--- src/rtl/adder_rr_scheduler.sv ---
// Round-robin front end for one shared, fixed-latency registered adder.
// Grants one requester per cycle, issues its operands to the adder and carries
// the requester ID through a tag pipe so each result returns with its owner.
module adder_rr_scheduler #(
    parameter int NUM_REQ   = 4,
    parameter int DATA_W    = 8,
    parameter int ADDER_LAT = 1,
    localparam int ID_W     = (NUM_REQ > 1) ? $clog2(NUM_REQ) : 1
) (
    input  logic                      clk,
    input  logic                      rst,
    input  logic                      en,
    input  logic [NUM_REQ-1:0]        req_valid,
    output logic [NUM_REQ-1:0]        req_ready,
    input  logic [NUM_REQ*DATA_W-1:0] req_a,
    input  logic [NUM_REQ*DATA_W-1:0] req_b,
    output logic [DATA_W-1:0]         add_a,
    output logic [DATA_W-1:0]         add_b,
    output logic                      add_valid,
    input  logic [DATA_W:0]           add_sum,
    input  logic                      add_valid_out,
    output logic                      rsp_valid,
    output logic [ID_W-1:0]           rsp_id,
    output logic [DATA_W:0]           rsp_sum,
    output logic                      tag_err
);

    logic [ID_W-1:0] rr_ptr;
    logic [ID_W-1:0] grant_idx;
    logic [ID_W-1:0] cand;
    logic            accept;

    // Stage 0 mirrors add_valid; stage ADDER_LAT lines up with add_valid_out.
    logic            tag_v  [0:ADDER_LAT];
    logic [ID_W-1:0] tag_id [0:ADDER_LAT];

    // Round-robin search starting at rr_ptr; the first hit wins, so at most one grant.
    always_comb begin
        req_ready = '0;
        grant_idx = '0;
        cand      = '0;
        accept    = 1'b0;
        if (!rst && en) begin
            for (int k = 0; k < NUM_REQ; k++) begin
                cand = ID_W'((int'(rr_ptr) + k) % NUM_REQ);
                if (!accept && req_valid[cand]) begin
                    accept          = 1'b1;
                    req_ready[cand] = 1'b1;
                    grant_idx       = cand;
                end
            end
        end
    end

    // Issue register and pointer advance; operands hold when nothing is granted.
    always_ff @(posedge clk or posedge rst) begin
        if (rst) begin
            add_a     <= '0;
            add_b     <= '0;
            add_valid <= 1'b0;
            rr_ptr    <= '0;
        end else begin
            add_valid <= accept;
            if (accept) begin
                add_a  <= req_a[grant_idx*DATA_W +: DATA_W];
                add_b  <= req_b[grant_idx*DATA_W +: DATA_W];
                rr_ptr <= (grant_idx == ID_W'(NUM_REQ - 1)) ? '0 : grant_idx + 1'b1;
            end
        end
    end

    // Tag pipe: shifts every edge regardless of traffic, matching the adder latency.
    always_ff @(posedge clk or posedge rst) begin
        if (rst) begin
            for (int k = 0; k <= ADDER_LAT; k++) begin
                tag_v[k]  <= 1'b0;
                tag_id[k] <= '0;
            end
        end else begin
            tag_v[0]  <= accept;
            tag_id[0] <= grant_idx;
            for (int k = 1; k <= ADDER_LAT; k++) begin
                tag_v[k]  <= tag_v[k-1];
                tag_id[k] <= tag_id[k-1];
            end
        end
    end

    // Response capture and sticky mismatch flag; responses still flow after an error.
    always_ff @(posedge clk or posedge rst) begin
        if (rst) begin
            rsp_valid <= 1'b0;
            rsp_id    <= '0;
            rsp_sum   <= '0;
            tag_err   <= 1'b0;
        end else begin
            rsp_valid <= 1'b0;
            if (add_valid_out && tag_v[ADDER_LAT]) begin
                rsp_valid <= 1'b1;
                rsp_id    <= tag_id[ADDER_LAT];
                rsp_sum   <= add_sum;
            end
            if (add_valid_out != tag_v[ADDER_LAT])
                tag_err <= 1'b1;
        end
    end

endmodule

--- config.mk ---
export PLATFORM = sky130hd
export DESIGN_NAME = adder_rr_scheduler
export DESIGN_NICKNAME = d
export VERILOG_FILES = /design/src/rtl/adder_rr_scheduler.sv
export SDC_FILE = /design/constraint.sdc
export NUM_CORES = 1
export LEC_CHECK = 0
export ABC_AREA = 1
export CAP_MARGIN = 0
export CORE_MARGIN = 3
export CORE_UTILIZATION = 43
export DETAILED_ROUTE_END_ITERATION = 16
export GPL_TIMING_DRIVEN = 0
export PLACE_DENSITY = 0.81
export SLEW_MARGIN = 5
export SYNTH_ARGS = -nofsm -noshare
export SYNTH_HDL_FRONTEND = slang
export SYNTH_SLANG_ARGS = --single-unit
--- constraint.sdc ---
create_clock -name clk -period 2.4 [get_ports clk]
set_input_delay 0.36 -clock clk [delete_from_list [all_inputs] [get_ports clk]]
set_output_delay 0.36 -clock clk [all_outputs]
set_load 0.005 [all_outputs]
==> flow_summary.json <==
{
  "gp_congestion": 0.820,
  "yosysWarningCount": 0,
  "syn_area_um2": 2720,
  "antenna_left": 0,
  "finalPower_mw": 4.96,
  "leakagePower_nw": 2.30,
  "synth_ff_type": "dfrtp_1",
  "grt_pass1_vias": 2827,
  "clockRootBuffer": "clkbuf_8",
  "r2r_slack_ns": 0.10,
  "avgSynthCellArea_um2": 7.15,
  "synth_cell_types": 30,
  "synth-xor-area-share_pct": 0,
  "synth_commonest_cells": "145 x nand2_1, 60 x nand3_1, 51 x inv_1",
  "synth-simple-area-share_pct": 40.9,
  "arrival_ns": 2.08,
  "synthAdderAreaFrac_pct": 4.14,
  "cts.sinks": 37,
  "start_util_pct": 45.2,
  "area_growth_syn_to_layout_pct": 61.5,
  "tns_ns": -0.0520,
  "grt.total_usage_pct": 21.8,
  "dp_hpwl_um": 5610,
  "cts_buffer_depth": 2,
  "slew_headroom_pct": 49.5,
  "drive_above_1_share_pct": 21.1,
  "maxCapViolCount": 0,
  "synth_top_area_share_pct": 34.0,
  "rows": 28,
  "setup_viol": 3,
  "fmax_mhz": 410,
  "failed_checks": "negative setup slack",
  "core_um2": 6030,
  "htreeDepth": 2,
  "placed_cells": 570,
  "synth-seq-cells": 37,
  "hold_violations": 0,
  "cp-start-kind": "flop",
  "path_max_fanout": 5,
  "tightest_slew_ns": 0.756,
  "clk_latency_ns": 0.29,
  "synth-edff-count": 0,
  "min_to": "tag_id[1]",
  "cts_tree": "done",
  "rsz0062_at_grt": "yes",
  "final_max_slew_viol_count": 0,
  "grt_overflow": 0,
  "p_per_area_nw_per_um2": 1130,
  "cp_data_required_time_ns": 2.04,
  "layout.nets": 616,
  "critPathCaptureType": "primary output",
  "diodes": 0,
  "final_cells": 602,
  "async_reset_ff_share_pct": 100,
  "path_class": "flop to primary output",
  "drc_errors": 0,
  "grt_max_degree": 38,
  "dieArea_um2": 7320,
  "fp.dieW_um": 85.6,
  "synth_compound_area_share_pct": 3.17,
  "wl_per_cell_um": 13.3,
  "synth_nets": 471,
  "wl_um": 7990,
  "synth_top_cells_by_area": "dfrtp_1 34%, nand2_1 20%, nand3_1 11%",
  "synth_top_area_cell": "dfrtp_1",
  "grt_pass1_wl_um": 12900,
  "ff2ff_path_depth": 17,
  "cts_made_buffers": 5,
  "antenna_found_initial": 0,
  "drt_iter0_markers": 154,
  "vias": 2883,
  "fin_skew_ns": 0.00791,
  "viasPerCell": 4.79,
  "first_pass_iters": 4,
  "die_y_um": 85.6,
  "yosysMostFrequentCell": "nand2_1",
  "path_clk_slew_ns": 0.08,
  "pin_count": 115,
  "min_path_type": "flop to flop",
  "synth_mux_area_share_pct": 4.55,
  "setup_slack_ns": -0.0364,
  "synth_top_family_by_area": "simple AND/OR/NAND/NOR gates",
  "min_delay_path_depth": 0,
  "io_buffers": 114,
  "synth_seq_area_share_pct": 34.0,
  "outcome": "finished with violations",
  "fin_crit_sh_pct": 102,
  "worst_hold_startpoint": "tag_id[3]",
  "timing.rr.start": "rr_ptr[0]",
  "reg2reg_to": "add_a[7]",
  "max-vdd-ir-drop_mv": 0.614,
  "syn_inst": 381,
  "period_needed_ns": 2.44
}
-- per-layer routing --
layer	track usage (%)	wire length [um]	vias up
met5	0	0	-
met4	5.61	85	0
met3	3.94	579	9
met2	39.4	3990	111
met1	26.5	3330	1293
li1	-	-	1470
-- per-stage QoR --
| stage | hold slack [ns] | setup WS [ns] | area [um2] | utilization [%] |
|---|---|---|---|---|
| 3_5_place_dp | 0.340 | -0.509 | 3960 | 65.7 |
| 5_1_grt | 0.367 | -0.169 | 4400 | 73.0 |
| 4_1_cts | 0.357 | -0.0633 | 4280 | 71.0 |
| 3_3_place_gp | 0.334 | -0.427 | 3960 | 65.7 |
| 6_report | 0.356 | -0.0364 | 4400 | 73.0 |
| 2_1_floorplan | 0.331 | 0.227 | 2720 | - |
-- power by group --
part,switching [mW],internal [mW],leakage (nW)
clock,0.230,0.311,0.0543
combinational,1.78,1.62,1.79
sequential,0.136,0.871,0.454
total,2.15,2.81,2.30
-- cells in the final DEF (no fill, tap or decap), drive strengths merged --
cell type,count
ha,9
clkdlybuf4s50,110
o2111ai,1
a31oi,1
clkbuf,8
nor2,6
or2,1
o22ai,1
nand4,2
clkinv,1
bufinv,1
nand3,63
a21oi,4
mux2,11
buf,41
nand2,165
inv,56
dfrtp,37
o21ai,6
a22oi,2
clkinvlp,1
-- state kept, by name (all words and copies together), names as in the netlist --
name	flops
tag_id	4
tag_err	1
rr_ptr	2
add_b	8
tag_v	2
rsp_id	2
add_a	8
rsp_sum	9
rsp_valid	1
-- worst max-delay path by stage --
stage	start	to	slack [ns]	depth (start not counted)
2_1_floorplan	rr_ptr[0]	add_b[3]	0.23	16
3_3_place_gp	rr_ptr[1]	req_ready[3]	-0.43	11
3_5_place_dp	rr_ptr[1]	req_ready[1]	-0.51	13
4_1_cts	rr_ptr[0]	req_ready[1]	-0.06	13
5_1_grt	rr_ptr[0]	req_ready[3]	-0.17	13
6_report	rr_ptr[0]	req_ready[3]	-0.04	11
-- final cells by class --
class | instances | area [um2]
clock buffer | 5 | 68.8
buffer | 16 | 143
tap | 75 | 93.8
multi-input combinational | 272 | 1560
clock inverter | 3 | 46.3
inverter | 56 | 235
sequential | 37 | 927
timing repair buffer | 138 | 1320
fill | 502 | 1630
-- timing repair --
action                     4_1_cts  5_1_grt
buffers inserted                17        9
setup endpoints to repair       21       20
cloned                           0        0
hold buffers                     0        0
pin swaps                       13       16
resized for setup               39       19
-- worst max-delay path, cell delays in order, from the launching register on --
cell	delay, ns
dfrtp_1	0.38
buf_6	0.16
inv_12	0.04
ha_4	0.26
buf_4	0.14
nand3_1	0.16
nand4_4	0.14
buf_6	0.13
o2111ai_2	0.15
nand2_1	0.07
inv_1	0.06
buf_2	0.10
-- cell families after synthesis --
logic type	Yosys count
simple gates	237
buf+inv	72
flops	37
compound gates	15
mux	11
fa+ha+maj	9
Power figures use the tool's default switching activity.
